==> config.mk <==
export PLATFORM = sky130hd
export DESIGN_NAME = hazard_ctrl_unit
export DESIGN_NICKNAME = d
export VERILOG_FILES = /design/src/rtl/pipe_ctrl_pkg.sv /design/src/rtl/load_use_detect.sv /design/src/rtl/hazard_ctrl_unit.sv
export SDC_FILE = /design/constraint.sdc
export NUM_CORES = 1
export LEC_CHECK = 0
export ABC_AREA = 1
export CAP_MARGIN = 40
export CORE_MARGIN = 2
export CORE_UTILIZATION = 53
export CTS_CLUSTER_SIZE = 8
export DETAILED_ROUTE_END_ITERATION = 16
export PLACE_DENSITY = 0.86
export SETUP_SLACK_MARGIN = 0.2
export SYNTH_ARGS = -nofsm -noshare
export SYNTH_HDL_FRONTEND = slang
export SYNTH_SLANG_ARGS = --single-unit
==> constraint.sdc <==
create_clock -name clk -period 3.3 [get_ports clk]
set_clock_uncertainty 0.1 [all_clocks]
set_input_delay 0.33 -clock clk [delete_from_list [all_inputs] [get_ports clk]]
set_output_delay 0.33 -clock clk [all_outputs]
set_load 0.01 [all_outputs]
==> src/rtl/pipe_ctrl_pkg.sv <==
// Shared types and opcode constants for the pipeline sequencing controller.
package pipe_ctrl_pkg;

   typedef enum logic [1:0] {
      ST_FILL     = 2'd0,
      ST_RUN      = 2'd1,
      ST_MEM_WAIT = 2'd2
   } ctrl_state_e;

   localparam logic [5:0] OP_RTYPE = 6'h00;
   localparam logic [5:0] OP_LW    = 6'h23;
   localparam logic [5:0] OP_SW    = 6'h2B;
   localparam logic [5:0] OP_BEQ   = 6'h04;

endpackage

==> src/rtl/load_use_detect.sv <==
// Flags a decode-stage instruction that reads the register a load in EX is about to write.
module load_use_detect
   import pipe_ctrl_pkg::*;
(
   input  logic [31:0] id_instr,
   input  logic        ex_mem_read,
   input  logic [4:0]  ex_rt,
   output logic        load_use
);

   logic [5:0] opcode;
   logic [4:0] rs;
   logic [4:0] rt;
   logic       uses_rt;
   logic       unused_instr_bits;

   assign opcode = id_instr[31:26];
   assign rs     = id_instr[25:21];
   assign rt     = id_instr[20:16];
   // Immediate/rd/funct fields never name a source register.
   assign unused_instr_bits = ^id_instr[15:0];

   assign uses_rt  = (opcode == OP_RTYPE) || (opcode == OP_SW) || (opcode == OP_BEQ);
   assign load_use = ex_mem_read && (ex_rt != 5'd0) &&
                     ((ex_rt == rs) || (uses_rt && (ex_rt == rt)));

endmodule

==> src/rtl/hazard_ctrl_unit.sv <==
// Pipeline sequencing controller: post-reset fill, load-use stall, branch squash,
// memory freeze with watchdog, and saturating stall/flush counters.
module hazard_ctrl_unit
   import pipe_ctrl_pkg::*;
#(
   parameter int RESET_FILL = 3,
   parameter int WD_LIMIT   = 255,
   parameter int CNT_W      = 16
) (
   input  logic             clk,
   input  logic             rst_n,
   input  logic [31:0]      id_instr,
   input  logic             ex_mem_read,
   input  logic [4:0]       ex_rt,
   input  logic             mem_branch_taken,
   input  logic             mem_busy,
   output logic             pc_write,
   output logic             ifid_write,
   output logic             ifid_flush,
   output logic             idex_bubble,
   output logic             exmem_flush,
   output logic             pipe_hold,
   output logic [CNT_W-1:0] stall_cnt,
   output logic [CNT_W-1:0] flush_cnt,
   output logic             wd_err
);

   localparam int FILL_W = $clog2(RESET_FILL + 1);
   localparam int WD_W   = $clog2(WD_LIMIT + 1);

   ctrl_state_e      state_q, state_d;
   logic [FILL_W-1:0] fill_cnt_q, fill_cnt_d;
   logic [WD_W-1:0]   wd_cnt_q, wd_cnt_d;
   logic              br_pend_q, br_pend_d;
   logic [CNT_W-1:0]  stall_cnt_q, stall_cnt_d;
   logic [CNT_W-1:0]  flush_cnt_q, flush_cnt_d;
   logic              wd_err_q, wd_err_d;
   logic              load_use;
   logic              branch;
   logic              do_flush;

   load_use_detect u_lu (
      .id_instr    (id_instr),
      .ex_mem_read (ex_mem_read),
      .ex_rt       (ex_rt),
      .load_use    (load_use)
   );

   always_comb begin
      state_d     = state_q;
      fill_cnt_d  = fill_cnt_q;
      wd_cnt_d    = wd_cnt_q;
      br_pend_d   = br_pend_q;
      wd_err_d    = wd_err_q;
      stall_cnt_d = stall_cnt_q;
      flush_cnt_d = flush_cnt_q;
      pc_write    = 1'b0;
      ifid_write  = 1'b0;
      ifid_flush  = 1'b0;
      idex_bubble = 1'b0;
      exmem_flush = 1'b0;
      pipe_hold   = 1'b0;
      branch      = 1'b0;
      do_flush    = 1'b0;

      case (state_q)
         ST_FILL: begin
            ifid_flush  = 1'b1;
            idex_bubble = 1'b1;
            exmem_flush = 1'b1;
            fill_cnt_d  = fill_cnt_q + 1'b1;
            if (fill_cnt_q == FILL_W'(RESET_FILL - 1)) state_d = ST_RUN;
         end
         ST_RUN, ST_MEM_WAIT: begin
            if (mem_busy) begin
               pipe_hold = 1'b1;
               state_d   = ST_MEM_WAIT;
               if (state_q == ST_RUN) begin
                  wd_cnt_d  = WD_W'(1);
                  br_pend_d = mem_branch_taken;
               end else begin
                  if (wd_cnt_q != WD_W'(WD_LIMIT)) wd_cnt_d = wd_cnt_q + 1'b1;
                  if (mem_branch_taken) br_pend_d = 1'b1;
               end
               if (wd_cnt_d == WD_W'(WD_LIMIT)) wd_err_d = 1'b1;
            end else begin
               // br_pend_q is only ever set while frozen, so in RUN this is just the live branch.
               branch = mem_branch_taken | br_pend_q;
               if (branch) begin
                  pc_write    = 1'b1;
                  ifid_flush  = 1'b1;
                  idex_bubble = 1'b1;
                  exmem_flush = 1'b1;
                  do_flush    = 1'b1;
               end else if (load_use) begin
                  idex_bubble = 1'b1;
               end else begin
                  pc_write   = 1'b1;
                  ifid_write = 1'b1;
               end
               br_pend_d = 1'b0;
               wd_cnt_d  = '0;
               state_d   = ST_RUN;
            end
            if (!pc_write && (stall_cnt_q != '1)) stall_cnt_d = stall_cnt_q + 1'b1;
            if (do_flush && (flush_cnt_q != '1))  flush_cnt_d = flush_cnt_q + 1'b1;
         end
         default: state_d = ST_FILL;
      endcase
   end

   always_ff @(posedge clk or negedge rst_n) begin
      if (!rst_n) begin
         state_q     <= ST_FILL;
         fill_cnt_q  <= '0;
         wd_cnt_q    <= '0;
         br_pend_q   <= 1'b0;
         stall_cnt_q <= '0;
         flush_cnt_q <= '0;
         wd_err_q    <= 1'b0;
      end else begin
         state_q     <= state_d;
         fill_cnt_q  <= fill_cnt_d;
         wd_cnt_q    <= wd_cnt_d;
         br_pend_q   <= br_pend_d;
         stall_cnt_q <= stall_cnt_d;
         flush_cnt_q <= flush_cnt_d;
         wd_err_q    <= wd_err_d;
      end
   end

   assign stall_cnt = stall_cnt_q;
   assign flush_cnt = flush_cnt_q;
   assign wd_err    = wd_err_q;

endmodule

# [After elaboration in Yosys (flattened, before gate mapping)]
# Cells that the tools add are included.
[word_totals] regBits=46 out_inout_bits=39 input_bits=42 wordCells=71
[classes] bitwise=1 n_mux=29 eq_ne=13 n_addsub=4 n_reduce_logical=17
[ops] cell="$mux 8" count=5
[ops] cell="$add 16x1->16 const B" count=2
[ops] cell="$ne 16x16->1 const B" count=2
[ops] cell="$mux 1" count=19
[ops] cell="$eq 5x5->1" count=2
[ops] cell="$add 8x1->8 const B" count=1
[ops] cell="$eq 8x8->1 const B" count=1
[ops] cell="$ne 8x8->1 const B" count=1
[ops] cell="$eq 6x3->1 const B" count=1
[ops] cell="$eq 6x6->1 const B" count=1
[ops] cell="$logic_not 6->1" count=1
[ops] cell="$reduce_and 2->1" count=3
[ops] cell="$logic_and 1x1->1" count=5
[ops] cell="$reduce_bool 5->1" count=1
[ops] cell="$eq 2x2->1 const B" count=2
[ops] cell="$mux 2" count=2
[ops] cell="$pmux 1 s2" count=2
[ops] cell="$pmux 2 s2" count=1
[ops] cell="$logic_or 1x1->1" count=3
[ops] cell="$ne 3x2->1 const B" count=1
[ops] cell="$reduce_and 3->1" count=1
[ops] cell="$add 2x1->2 const B" count=1
[ops] cell="$eq 2x1->1 const B" count=1
[ops] cell="$logic_not 2->1" count=1
[ops] cell="4 further kinds" count=4

# [Depth between registers and ports, before layout]
# Gate-level depths: netlist of run 1.
[depth] depth_word=13 mapped_depth=12 depth_no_buf=11

# [Hierarchy]
# From an unflattened synthesis of run 1, not the netlist that was laid out.
[unflattened] hier_cells=415 area_unflattened_um2=2960.3
[by_module_without_submodules] mod="hazard_ctrl_unit" seq_area_each_um2=1151.1 cells_per_inst=351 instances=1 area_each_um2=2707.6
[by_module_without_submodules] mod="load_use_detect" seq_area_each_um2=0.0 cells_per_inst=64 instances=1 area_each_um2=252.7

# [Least setup slack after synthesis of run 1]
# No wires, ideal clock.
[synth_path] path_type="register -> output" from="register state_q[0]" to="output ifid_flush" path_stages_with_launch=8 t_arrival_ns=1.534 required_ns=2.870 path_slack_ns=1.336 n_path_buf=1 path_cell_list="dfrtp_1 > inv_1 > ha_1 > nand2_1 > nor2_1 > inv_1 > a21oi_1 > buf_4"
[synth_via] elab_chain_cells=3 elab_cells_between_ends=5 cone_classes="eq/ne: 2; mux: 1; reduce/logical: 2"
[synth_lines] element="from (decl)" line_no="hazard_ctrl_unit.sv:31" text="ctrl_state_e state_q, state_d;"
[synth_lines] element="from (signal assigned)" line_no="hazard_ctrl_unit.sv:122" text="state_q <= state_d;"
[synth_lines] element="$eq 2x1->1 / $eq 2x2->1 (equally long branches)"
[synth_lines] element="$reduce_or 2->1"
[synth_lines] element="$pmux 1 s2 *"
[synth_lines] element="to (decl)" line_no="hazard_ctrl_unit.sv:19" text="output logic ifid_flush,"
# Every way passes the cells marked *; elsewhere a longest branch is shown, timed or not.

# [Worst setup path in the final report of run 1]
[layout_path] from="register state_q[0]" to="output ifid_flush"
[layout_via] elab_chain_cells=3 elab_cells_between_ends=5 cone_classes="eq/ne: 2; mux: 1; reduce/logical: 2"
[layout_lines] element="$eq 2x1->1 / $eq 2x2->1 (equally long branches)" line_no="hazard_ctrl_unit.sv:66" text="case (state_q)"
[layout_lines] element="$reduce_or 2->1" line_no="hazard_ctrl_unit.sv:66"
[layout_lines] element="$pmux 1 s2 *" line_no="hazard_ctrl_unit.sv:66"
# Marks and branches as above.

==> results.toml, run 1 <==
[worst_setup_path]
rr_endpoint = "flush_cnt[10]"
slowest_delay_ns = 0.56
cp-start-kind = "flip-flop"
cp_common_cell = "inv_1"
cp.arrival_ns = 2.32
rr_startpoint = "state_q[0]"
r2r_setup_slack_ns = 1.00
path_class = "reg -> out"
cp_cell_sequence = "inv_1 -> ha_1 -> nand2_1 -> nor2_1 -> inv_1 -> a21oi_1 -> clkdlybuf4s50_1"
cp-end-kind = "primary output"
worstPathRequired_ns = 2.87
slowest_stage = "clkdlybuf4s50_1"
r2r_cells = 8
path_max_fanout = 3

[logic_synthesis]
syn_nets = 457
syn_avg_cell_area_um2 = 7.317
yosysUniqueCellTypes = 34
syn_inst = 408
synth_area_leaders = "dfrtp_1, nand2_1, inv_1, xor2_1, nand3_1"
synth.ff_latch_count = 46
syn_area_um2 = 2985
yosysTopAreaCell = "dfrtp_1"
yosys_warnings = 0
synth-seq-area-share_pct = 38.56
synth_top_area_share_pct = 38.56

[detailed_routing]
vias = 2793
drcViolationCount = 0
wl_met3_um = 215
antenna_left = 0
viasPerCell = 5.087
dr.max_layer_used = "met4"
drt-pass1-iter-count = 4
met2_wirelength_um = 3387
wl_per_cell_um = 12.35
drtIter0Drc = 185
routed_wl_um = 6779
met1Wirelength_um = 3066

[clock_tree]
path_clk_slew_ns = 0.09
cts_num_sinks = 46
clk-insertion-delay-late_ns = 0.31
cts_tree = "done"
root_buffer = "clkbuf_8"
cts_max_path_buffers = 2
post_cts_buffers = 0
hold_buffers = 1
cts_resized = 0
tritoncts.num_buffers = 5
htree_levels = 2

[die]
core.rowCount = 27
core_area_um2 = 5473
die_area_um2 = 6249
die_x_um = 79.05
start_util_pct = 54.55
io_pins = 81
die_height_um = 79.05

[run_status]
outcome = "finished clean"

[hold_path]
hold_depth = 2
min_path_type = "reg -> reg"
holdPathEnd = "wd_err"
hold_start = "wd_err"

[pwr]
ir_drop_uv = 399.8
p_leak_uw = 0.001775
p_total_uw = 2243
powerDensity_nw_per_um2 = 589.9

[timing]
hold_violations = 0
finalSetupViolCount = 0
relSlewSlack_pct = 64.97
rsz0062_at_grt = "false"
fin_crit_ns = 2.752
finalCritPeriodShare_pct = 83.40
tightestPinTransition_ns = 0.5249
clock.fmax_mhz = 363.3
slew_violations = 0
setup_tns_ns = 0
holdWs_ns = 0.3692

[global_route]
antenna_found_initial = 0
grt_pass1_vias = 2731
grt_pass1_wl_um = 11960
grt_max_degree = 28
grt_usage_pct = 23.80
grt-ovfl-total = 0

[place]
port_buffers = 64
dp_cells = 540
gp_congestion = 0.8880
dp_hpwl_um = 5284
placedInstanceArea_um2 = 3699

[layout]
layout_common_cells = "nand2_1, clkdlybuf4s50_1, inv_1"
drive_gt1_share_pct = 6.080
n_antenna_cell = 0
final_common_cell = "nand2_1"
area_delta_synth_final_pct = 27.37
instances_no_fill = 549
postLayoutCellArea_um2 = 3802
fin_nets = 525

[flow_run]
max_cap_violations = 0
critical path, delay by kind of cell (launching register included):
family | cells | cell delay (ns)
buffers and inverters | 3 | 0.76
DFF | 1 | 0.39
and+or+nand+nor | 2 | 0.36
adders and majority gates | 1 | 0.30
AOI/OAI and AO/OA | 1 | 0.19
Yosys cell counts, drive strengths merged:
master and count:
buf 5, nand4 7, o31ai 2, o22ai 5
xnor2 11, o211ai 2, or2 2, ha 7
xor2 23, a21oi 2, a22o 1, inv 64
clkbuf 1, o21ai 22, nand3 39, dfrtp 46
nor3 12, a31oi 1, nor2 33, nand2 121
nor3b 1, nor4 1
registers in the layout, summed over array words and instances, names as in the netlist:
register and flops:
br_pend_q 1, wd_cnt_q 8, fill_cnt_q 2, flush_cnt 16, state_q 2, stall_cnt 16, wd_err 1
cell families (layout without fill, tap and decap cells):
| family | Yosys count | after routing | synth area share (%) |
|---|---|---|---|
| AOI/OAI and AO/OA | 35 | 35 | 7.209 |
| xor gates and xnor gates | 34 | 34 | 9.975 |
| adders and majority gates | 7 | 7 | 2.934 |
| buffers and inverters | 70 | 139 | 9.388 |
| DFF | 46 | 46 | 38.56 |
| and+or+nand+nor | 216 | 216 | 31.94 |
metal layers:
| layer | global-route usage (%) | vias up |
|---|---|---|
| li1 | - | 1427 |
| met1 | 30.68 | 1291 |
| met2 | 41.44 | 64 |
| met3 | 3.295 | 11 |
| met4 | 7.414 | 0 |
| met5 | 0 | - |
stage by stage:
stage	worst slack, ns	util [%]
final	0.5478	69.48
after global routing	0.3964	69.48
after CTS	0.5318	69.48
after detailed placement	0.6745	67.58
after global placement	0.6846	67.22
after floorplan	1.336	-
how the worst max path moves through the flow:
stage                     startpoint     endpoint  cells after the start
after global routing      state_q[0]   ifid_flush                      7
after global placement      ex_rt[0]  idex_bubble                     12
final                     state_q[0]   ifid_flush                      7
after CTS                 state_q[0]  exmem_flush                      7
after detailed placement    ex_rt[3]  idex_bubble                     12
after floorplan           state_q[0]   ifid_flush                      7
layout make-up:
class / count / area [µm²]
inverter: 64 / 240.2
multi-input combinational: 292 / 1554
sequential: 46 / 1151
tap: 72 / 90.09
clock inverter: 3 / 25.02
timing repair buffer: 67 / 673.1
clock buffer: 5 / 68.82
fill: 482 / 1670
power by group:
| part | leakage (µW) | switching, µW | internal [µW] |
|---|---|---|---|
| logic | 0.00113 | 587 | 461 |
| registers | 0.000600 | 144 | 689 |
| clock network | 0.0000447 | 209 | 153 |
| total | 0.00178 | 940 | 1300 |
(Power assumes the default switching activity.)
==> run 2: changes to the inputs <==
Settings changed: CORE_UTILIZATION 53 to 44, PLACE_DENSITY 0.86 to 0.76.
Clock period 3.3 ns to 2.46 ns, I/O delays scaled along.
==> run 2 against run 1 <==
  * Via count up 0.82%
  * First-iteration DRC count down 34%
  * Routed wire length up 2.2%
  * Flip-flop and latch count unchanged
  * Total power up 34%
  * Clock-buffer cell count up 2
  * Register-to-register slack worse by 0.55 ns
  * Largest cell class unchanged
  * Clock power up 33%
==> results.toml, run 2 (synthesized netlist as in run 1, its figures left out) <==
[pwr]
combPwrFrac_pct = 46.8
powerDensity_nw_per_um2 = 786.6
p_total_uw = 3007
internal-power_uw = 1753
switchingPower_uw = 1254
seqPwrFrac_pct = 37.1
switching_share_pct = 41.69
ir_drop_uv = 472.0
clockPowerShare_pct = 16.1
p_leak_uw = 0.001821

[clock_tree]
cts_num_sinks = 46
root_buffer = "clkbuf_8"
path_clk_slew_ns = 0.09
cts_max_path_buffers = 2
tritoncts.num_buffers = 5
htree_levels = 2
clk-insertion-delay-late_ns = 0.31
cts_tree = "done"

[detailed_routing]
drtIter0Drc = 122
routed_wl_um = 6925
viasPerCell = 5.029
drt-pass1-iter-count = 4
vias = 2816
antenna_left = 0
wl_per_cell_um = 12.37
drcViolationCount = 0

[die]
core_area_um2 = 6681
die_height_um = 86.37
die_area_um2 = 7460
start_util_pct = 44.68
core.rowCount = 30
die_x_um = 86.37
io_pins = 81

[global_route]
grt_pass1_vias = 2679
grt_max_degree = 47
grt_pass1_wl_um = 12170
grt-ovfl-total = 0
grt_usage_pct = 20.10
antenna_found_initial = 0

[layout]
drive_gt1_share_pct = 7.500
layout_common_cells = "nand2_1, inv_1, clkdlybuf4s50_1"
final_common_cell = "nand2_1"
fin_nets = 528
n_antenna_cell = 0
area_delta_synth_final_pct = 28.04
postLayoutCellArea_um2 = 3822

[place]
port_buffers = 64
gp_congestion = 0.9138
placedInstanceArea_um2 = 3711
pre_cts_slack_ns = 0.04346
dp_hpwl_um = 5170

[timing]
relSlewSlack_pct = 61.11
tightestPinTransition_ns = 0.5833
hold_violations = 0
finalSetupViolCount = 0
setup_tns_ns = 0
finalCritPeriodShare_pct = 86.81
slew_violations = 0
rsz0062_at_grt = "false"
setup_slack_ns = 0.3244
clock.fmax_mhz = 468.3
fin_crit_ns = 2.136
holdWs_ns = 0.3723

[worst_setup_path]
cp-end-kind = "primary output"
cp.arrival_ns = 1.79
r2r_cells = 9
critPathLaunch = "state_q[1]"
path_class = "reg -> out"
worstPathRequired_ns = 2.11
cp-start-kind = "flip-flop"
path_max_fanout = 3
r2r_setup_slack_ns = 0.45
rr_startpoint = "stall_cnt[0]"
rr_endpoint = "stall_cnt[5]"

[hold_path]
hold_start = "wd_err"
min_path_type = "reg -> reg"
hold_depth = 2
holdPathEnd = "wd_err"

[flow_run]
max_cap_violations = 0

[run_status]
outcome = "finished clean"
## run 2: cell types whose count changed in the layout (fill, tap and decap cells not counted), sizes merged
| cell | change |
|---|---|
| clkbuf | +3 |
| buf | +3 |
| clkinvlp | -1 |
| dlygate4sd2 | +5 |
| clkdlybuf4s50 | -8 |
| dlymetal6s2s | +2 |
| inv | -1 |
## run 2: worst max-delay path, stage by stage, from the launching register on
cell and delay (ns):
dfrtp_1 0.35, inv_1 0.07, ha_1 0.30, nand2_1 0.10
nor2_2 0.13, inv_1 0.09, a21oi_2 0.15, dlygate4sd2_1 0.28
## run 2: power groups by stage
| stage | clock (µW) | sequential [µW] | combinational [µW] |
|---|---|---|---|
| floorplan | 0 | 1140 | 810 |
| global placement | 0 | 1120 | 1380 |
| detailed placement | 0 | 1130 | 1420 |
| CTS | 501 | 1120 | 1400 |
| global route | 532 | 1150 | 1580 |
| finish | 483 | 1120 | 1410 |
## run 2: final cells by class
| class | instances | area, µm² |
|---|---|---|
| sequential | 46 | 1151 |
| fill | 646 | 2859 |
| multi-input combinational | 292 | 1563 |
| timing repair buffer | 70 | 676.9 |
| inverter | 64 | 240.2 |
| clock inverter | 1 | 5.005 |
| clock buffer | 7 | 86.33 |
| tap | 80 | 100.1 |
## run 2: metal layers
layer  global-route usage, %  wire length (µm)  up-vias
met3                   3.524               237       11
met5                       0                 0        -
li1                        -                 -     1430
met4                   4.830                88        0
met2                   33.99              3423       50
met1                   26.86              3176     1325
## run 2: per-stage QoR
step                instances  util (%)
detailed placement        550     55.54
floorplan                 408         -
finish                    560     57.21
global placement          550     55.54
global route              560     57.21
CTS                       559     56.99
## run 2: how the worst max path moves through the flow
stage,depth (start not counted),to,slack (ns)
2_1_floorplan,7,ifid_flush,0.58
3_3_place_gp,12,idex_bubble,0.04
3_5_place_dp,12,idex_bubble,0.04
4_1_cts,7,exmem_flush,0.18
5_1_grt,7,ifid_flush,0.21
6_report,7,exmem_flush,0.32
## run 2: what timing repair did
action	CTS	global route
buffers inserted	0	1
cloned	0	0
hold buffers	1	0
endpoints found under the setup margin	6	5
gates resized for setup	8	6
endpoints found under the hold margin	46	0
==> run 3: changes to the inputs <==
Settings changed: SKIP_LAST_GASP set to 1.
==> results of run 3 <==
Final layout, timing and power as in run 2 (identical DEF).
==> RTL edit 1, RTL diff (config.mk and constraints of run 3) <==
Reset style: synchronous (`rst_n`), changed in one clocked block.
--- a/src/rtl/hazard_ctrl_unit.sv
+++ b/src/rtl/hazard_ctrl_unit.sv
@@ -111,3 +111,3 @@
 
-   always_ff @(posedge clk or negedge rst_n) begin
+   always_ff @(posedge clk) begin
       if (!rst_n) begin
Check against the original RTL: differs if rst_n is asserted again (counterexample within 4 cycles, from zero or initial values and one cycle with rst_n low); with rst_n held inactive, the same outputs for 10 cycles.
==> RTL edit 1 against run 3 <==
Non-clock buffer count stayed put; cell count grew 6.3%; wire length is 0.75% higher; sequential cell count did not move; total power decreased by 17%; largest power group unchanged; setup slack lost 0.092 ns; cell area decreased by 1.3%; area after synthesis is 2.9% lower.
==> RTL edit 1: results (changes against run 3) <==
status=completed (unchanged); register area share after synthesis=31.8% (was 38.6%); Netlist cell types=28 (was 34); crit path max-delay cell type=dfxtp_1 (was dfrtp_1); FF-to-FF Start=state_q[1] (was stall_cnt[0]); final WL=6980 µm (was 6930 µm); Synth area leaders=dfxtp_1, nand2_1, nand3_1 (was dfrtp_1, nand2_1, inv_1); HPWL Detailed=5220 µm (was 5170 µm); routability cong.=0.846 (was 0.914); cells on worst reg2reg path=8 (was 9); Post-Synth XOR/XNOR Area=9.37% (was 9.97%); fin nets=566 (was 528); largest net degree at the start of global routing=38 (was 47); min-delay src=wd_err (unchanged); r2r endpoint=stall_cnt[1] (was stall_cnt[5]); Placement Cell Area=3610 µm² (was 3710 µm²); Worst EP arrival=1.88 ns (was 1.79 ns); Synth top cells by count=nand2_1, nor2_1, dfxtp_1, nand3_1, a21oi_1 (was nand2_1, inv_1, dfrtp_1, nand3_1, nor2_1); Tot GR Track Use=19.4% (was 20.1%); total number of vias=3015 (was 2816); Worst VDD drop=0.370 mV (was 0.472 mV); global-route wire length before repair=11900 µm (was 12200 µm); Sw Pwr=0.000921 W (was 0.00125 W); Post-Synth Adder-Cell Area=3.02% (was 2.93%); r2r setup slk=0.39 ns (was 0.45 ns); post-synthesis compound-gate area fraction=11.0% (was 7.21%); Mapped Nets=499 (was 457); Inst Count DP=585 (was 550); DR iter-0 viols=129 (was 122)
RTL edit 1: power by group through the flow:
stage                     combinational (W)  sequential [W]  clock, W
after floorplan                    0.000616        0.000866         0
after global placement             0.000939        0.000867         0
after detailed placement           0.000963        0.000870         0
after CTS                          0.000942        0.000853  0.000689
after global routing                0.00105        0.000865  0.000716
final                              0.000953        0.000856  0.000676
RTL edit 1: tightest hold or removal path, cell delays in order (launching register included):
cell and delay (ns):
dfxtp_1 0.32, inv_1 0.05, a21oi_1 0.05
RTL edit 1: final cells by class:
class | count | area, µm² | area share (%)
clock inverters | 3 | 68.8 | 1.82
clock buffers | 5 | 68.8 | 1.82
repair buffers | 70 | 673 | 17.8
multi-input cells | 342 | 1750 | 46.3
well taps | 77 | 96.3 | 2.55
inverters | 52 | 198 | 5.24
flip-flops and latches | 46 | 922 | 24.4
RTL edit 1: worst max path at each step:
stage          depth (start not counted)      endpoint    startpoint  slack [ns]
6_report                               9   idex_bubble    state_q[1]        0.23
5_1_grt                                9   idex_bubble    state_q[1]        0.13
4_1_cts                                9   idex_bubble    state_q[0]        0.14
3_5_place_dp                          12   idex_bubble      ex_rt[3]       -0.09
3_3_place_gp                          12   idex_bubble      ex_rt[0]        0.06
2_1_floorplan                          9  stall_cnt[0]  stall_cnt[0]        0.60
RTL edit 1: layer usage:
layer  vias up  global-route usage [%]  part of all wire, %
li1       1575                       -                    -
met1      1368                    24.4                   46
met2        64                    34.8                   49
met3         8                    3.50                  4.3
met4         0                    3.90                 0.93
met5         -                       0                    0
RTL edit 1: repair_timing:
action | 4_1_cts | 5_1_grt
endpoints found under the hold margin | 0 | 0
setup endpoints to repair | 5 | 18
pin swaps | 1 | 4
gates cloned | 0 | 1
setup buffers | 0 | 1
resized for setup | 13 | 10
==> RTL edit 2, RTL diff (flow settings as in run 3) <==
Without the edit above. Change the parameter `CNT_W` from 16 to 32.
--- a/src/rtl/hazard_ctrl_unit.sv
+++ b/src/rtl/hazard_ctrl_unit.sv
@@ -7,3 +7,3 @@
    parameter int WD_LIMIT   = 255,
-   parameter int CNT_W      = 16
+   parameter int CNT_W      = 32
 ) (
Interface: changed (resized flush_cnt and stall_cnt); port bits go from 81 to 113. The function was not compared with the original's and may differ.
==> RTL edit 2 against run 3 <==
Fmax increased by 0.50%; sequential share of layout area decreased by 0.77 points; cell area increased by 74%; setup slack improved by 0.011 ns; total power increased by 46%; critical path depth unchanged; area after synthesis increased by 74%; sequential cell count increased by 32; wire length increased by 98%; critical path type unchanged.
==> RTL edit 2: results (changes against run 3) <==
status=completed (unchanged); root buf cell=clkbuf_16 (was clkbuf_8); Syn Area/Cell=6.84 µm² (was 7.32 µm²); largest net degree at the start of global routing=43 (was 47); Synth area leaders=dfrtp_1, nand2_1, xor2_1 (was dfrtp_1, nand2_1, inv_1); fin nets=915 (was 528); Leakage=3.16 nW (was 1.82 nW); Worst EP arrival=between 1.5 and 2 ns; total CTS buffers=9 (was 5); Tot GR Track Use=22.4% (was 20.1%); Hold Crit Class=input port to asynchronous set/reset pin (was flop to flop); Placement Cell Area=6340 µm² (was 3710 µm²); register area share after synthesis=37.6% (was 38.6%); DR WL met3=716 µm (was 237 µm); total number of vias=5138 (was 2816); EDFF count, synth=0 (unchanged); H-tree depth=3 (was 2); Pre-Repair DR Iteration Count=5 (was 4); DR iter-0 viols=303 (was 122); via-per-instance ratio=5.08 (was 5.03); clk_lat worst skew=0.34 ns (was 0.31 ns); hold_buf cts=1 (unchanged); Crit path max-delay family=simple AND/OR/NAND/NOR gates (was buffers and inverters); crit-path max FO=3 (unchanged); GRT met1 Usage=29.1% (was 26.9%); biggest cell delay along the critical path=0.38 ns (was 0.35 ns); layout cells sized above 1=6.34% (was 7.50%); WL met2=6540 µm (was 3420 µm); Synth top cells by count=nand2_1, nor2_1, dfrtp_1, inv_1, nand3_1 (was nand2_1, inv_1, dfrtp_1, nand3_1, nor2_1); Clock Tree Buf Depth=2 (unchanged); met2 usage in global routing=37.1% (was 34.0%); HPWL Detailed=10300 µm (was 5170 µm); clock-pin slew on the worst setup and hold paths=0.06 ns (was 0.09 ns); Netlist cell types=34 (unchanged); Worst VDD drop=0.577 mV (was 0.472 mV); met3 usage=4.70% (was 3.52%); number of global-route vias before repair=4896 (was 2679); yosys warns=0 (unchanged); antenna cells=0 (unchanged); cts repair resizes=6 (was 8); global-route wire length before repair=23100 µm (was 12200 µm); DRT met1 WL=6160 µm (was 3180 µm); Mapped Nets=809 (was 457); routability cong.=0.961 (was 0.914); Inst Count DP=995 (was 550); final WL=13700 µm (was 6930 µm); I/O Buffers=96 (was 64); Worst Max-Slew Pin Slew=0.579 ns (was 0.583 ns); Synth top area share=37.6% (was 38.6%); post-place setup slack=0.000770 ns (was 0.0435 ns); number of post-CTS setup repair buffers=0 (unchanged); Post-synth ARST share=100% (unchanged)
RTL edit 2: cell count changes after synthesis, sizes merged, moves of 12 or more:
cell / change
dfrtp: +32
inv: +12
nand2: +168
nand3: +22
nor2: +53
nor3: +16
xor2: +16
RTL edit 2: area by class of cell:
| class | count | area (µm²) |
|---|---|---|
| clock inverter | 3 | 15.0 |
| tap | 143 | 179 |
| clock buffer | 10 | 229 |
| inverter | 77 | 292 |
| fill | 1122 | 4820 |
| multi-input combinational | 588 | 2880 |
| sequential | 78 | 1950 |
| timing repair buffer | 112 | 1100 |
RTL edit 2: final timing paths:
kind                               start  cells past startpoint            end  slack [ns]
max                           state_q[0]                      7    exmem_flush        0.34
min                                rst_n                      2  fill_cnt_q[1]        0.36
max reg2reg                 flush_cnt[1]                     11  flush_cnt[10]        0.34
min reg2reg                fill_cnt_q[0]                      1  fill_cnt_q[0]        0.37
max in group asynchronous          rst_n                      3   flush_cnt[1]        1.30
min in group clk           fill_cnt_q[0]                      1  fill_cnt_q[0]        0.37
RTL edit 2: where the power goes:
group / switching [W] / total [W] / internal (W)
Clock: 0.000499 / 0.00116 / 0.000660
Combinational: 0.00101 / 0.00165 / 0.000638
Sequential: 0.000154 / 0.00159 / 0.00143
Total: 0.00166 / 0.00439 / 0.00273
RTL edit 2: cells by family (layout without fill, tap and decap cells):
kind of cell / count (synthesis) / after routing / share of synthesized area (%)
AO/OA/AOI/OAI: 35 / 35 / 3.56
AND/OR/NAND/NOR: 488 / 488 / 39.8
buffers and inverters: 94 / 202 / 7.61
XOR/XNOR: 58 / 58 / 9.78
flip-flops: 78 / 78 / 37.6
adder cells (fa/ha/maj): 7 / 7 / 1.69
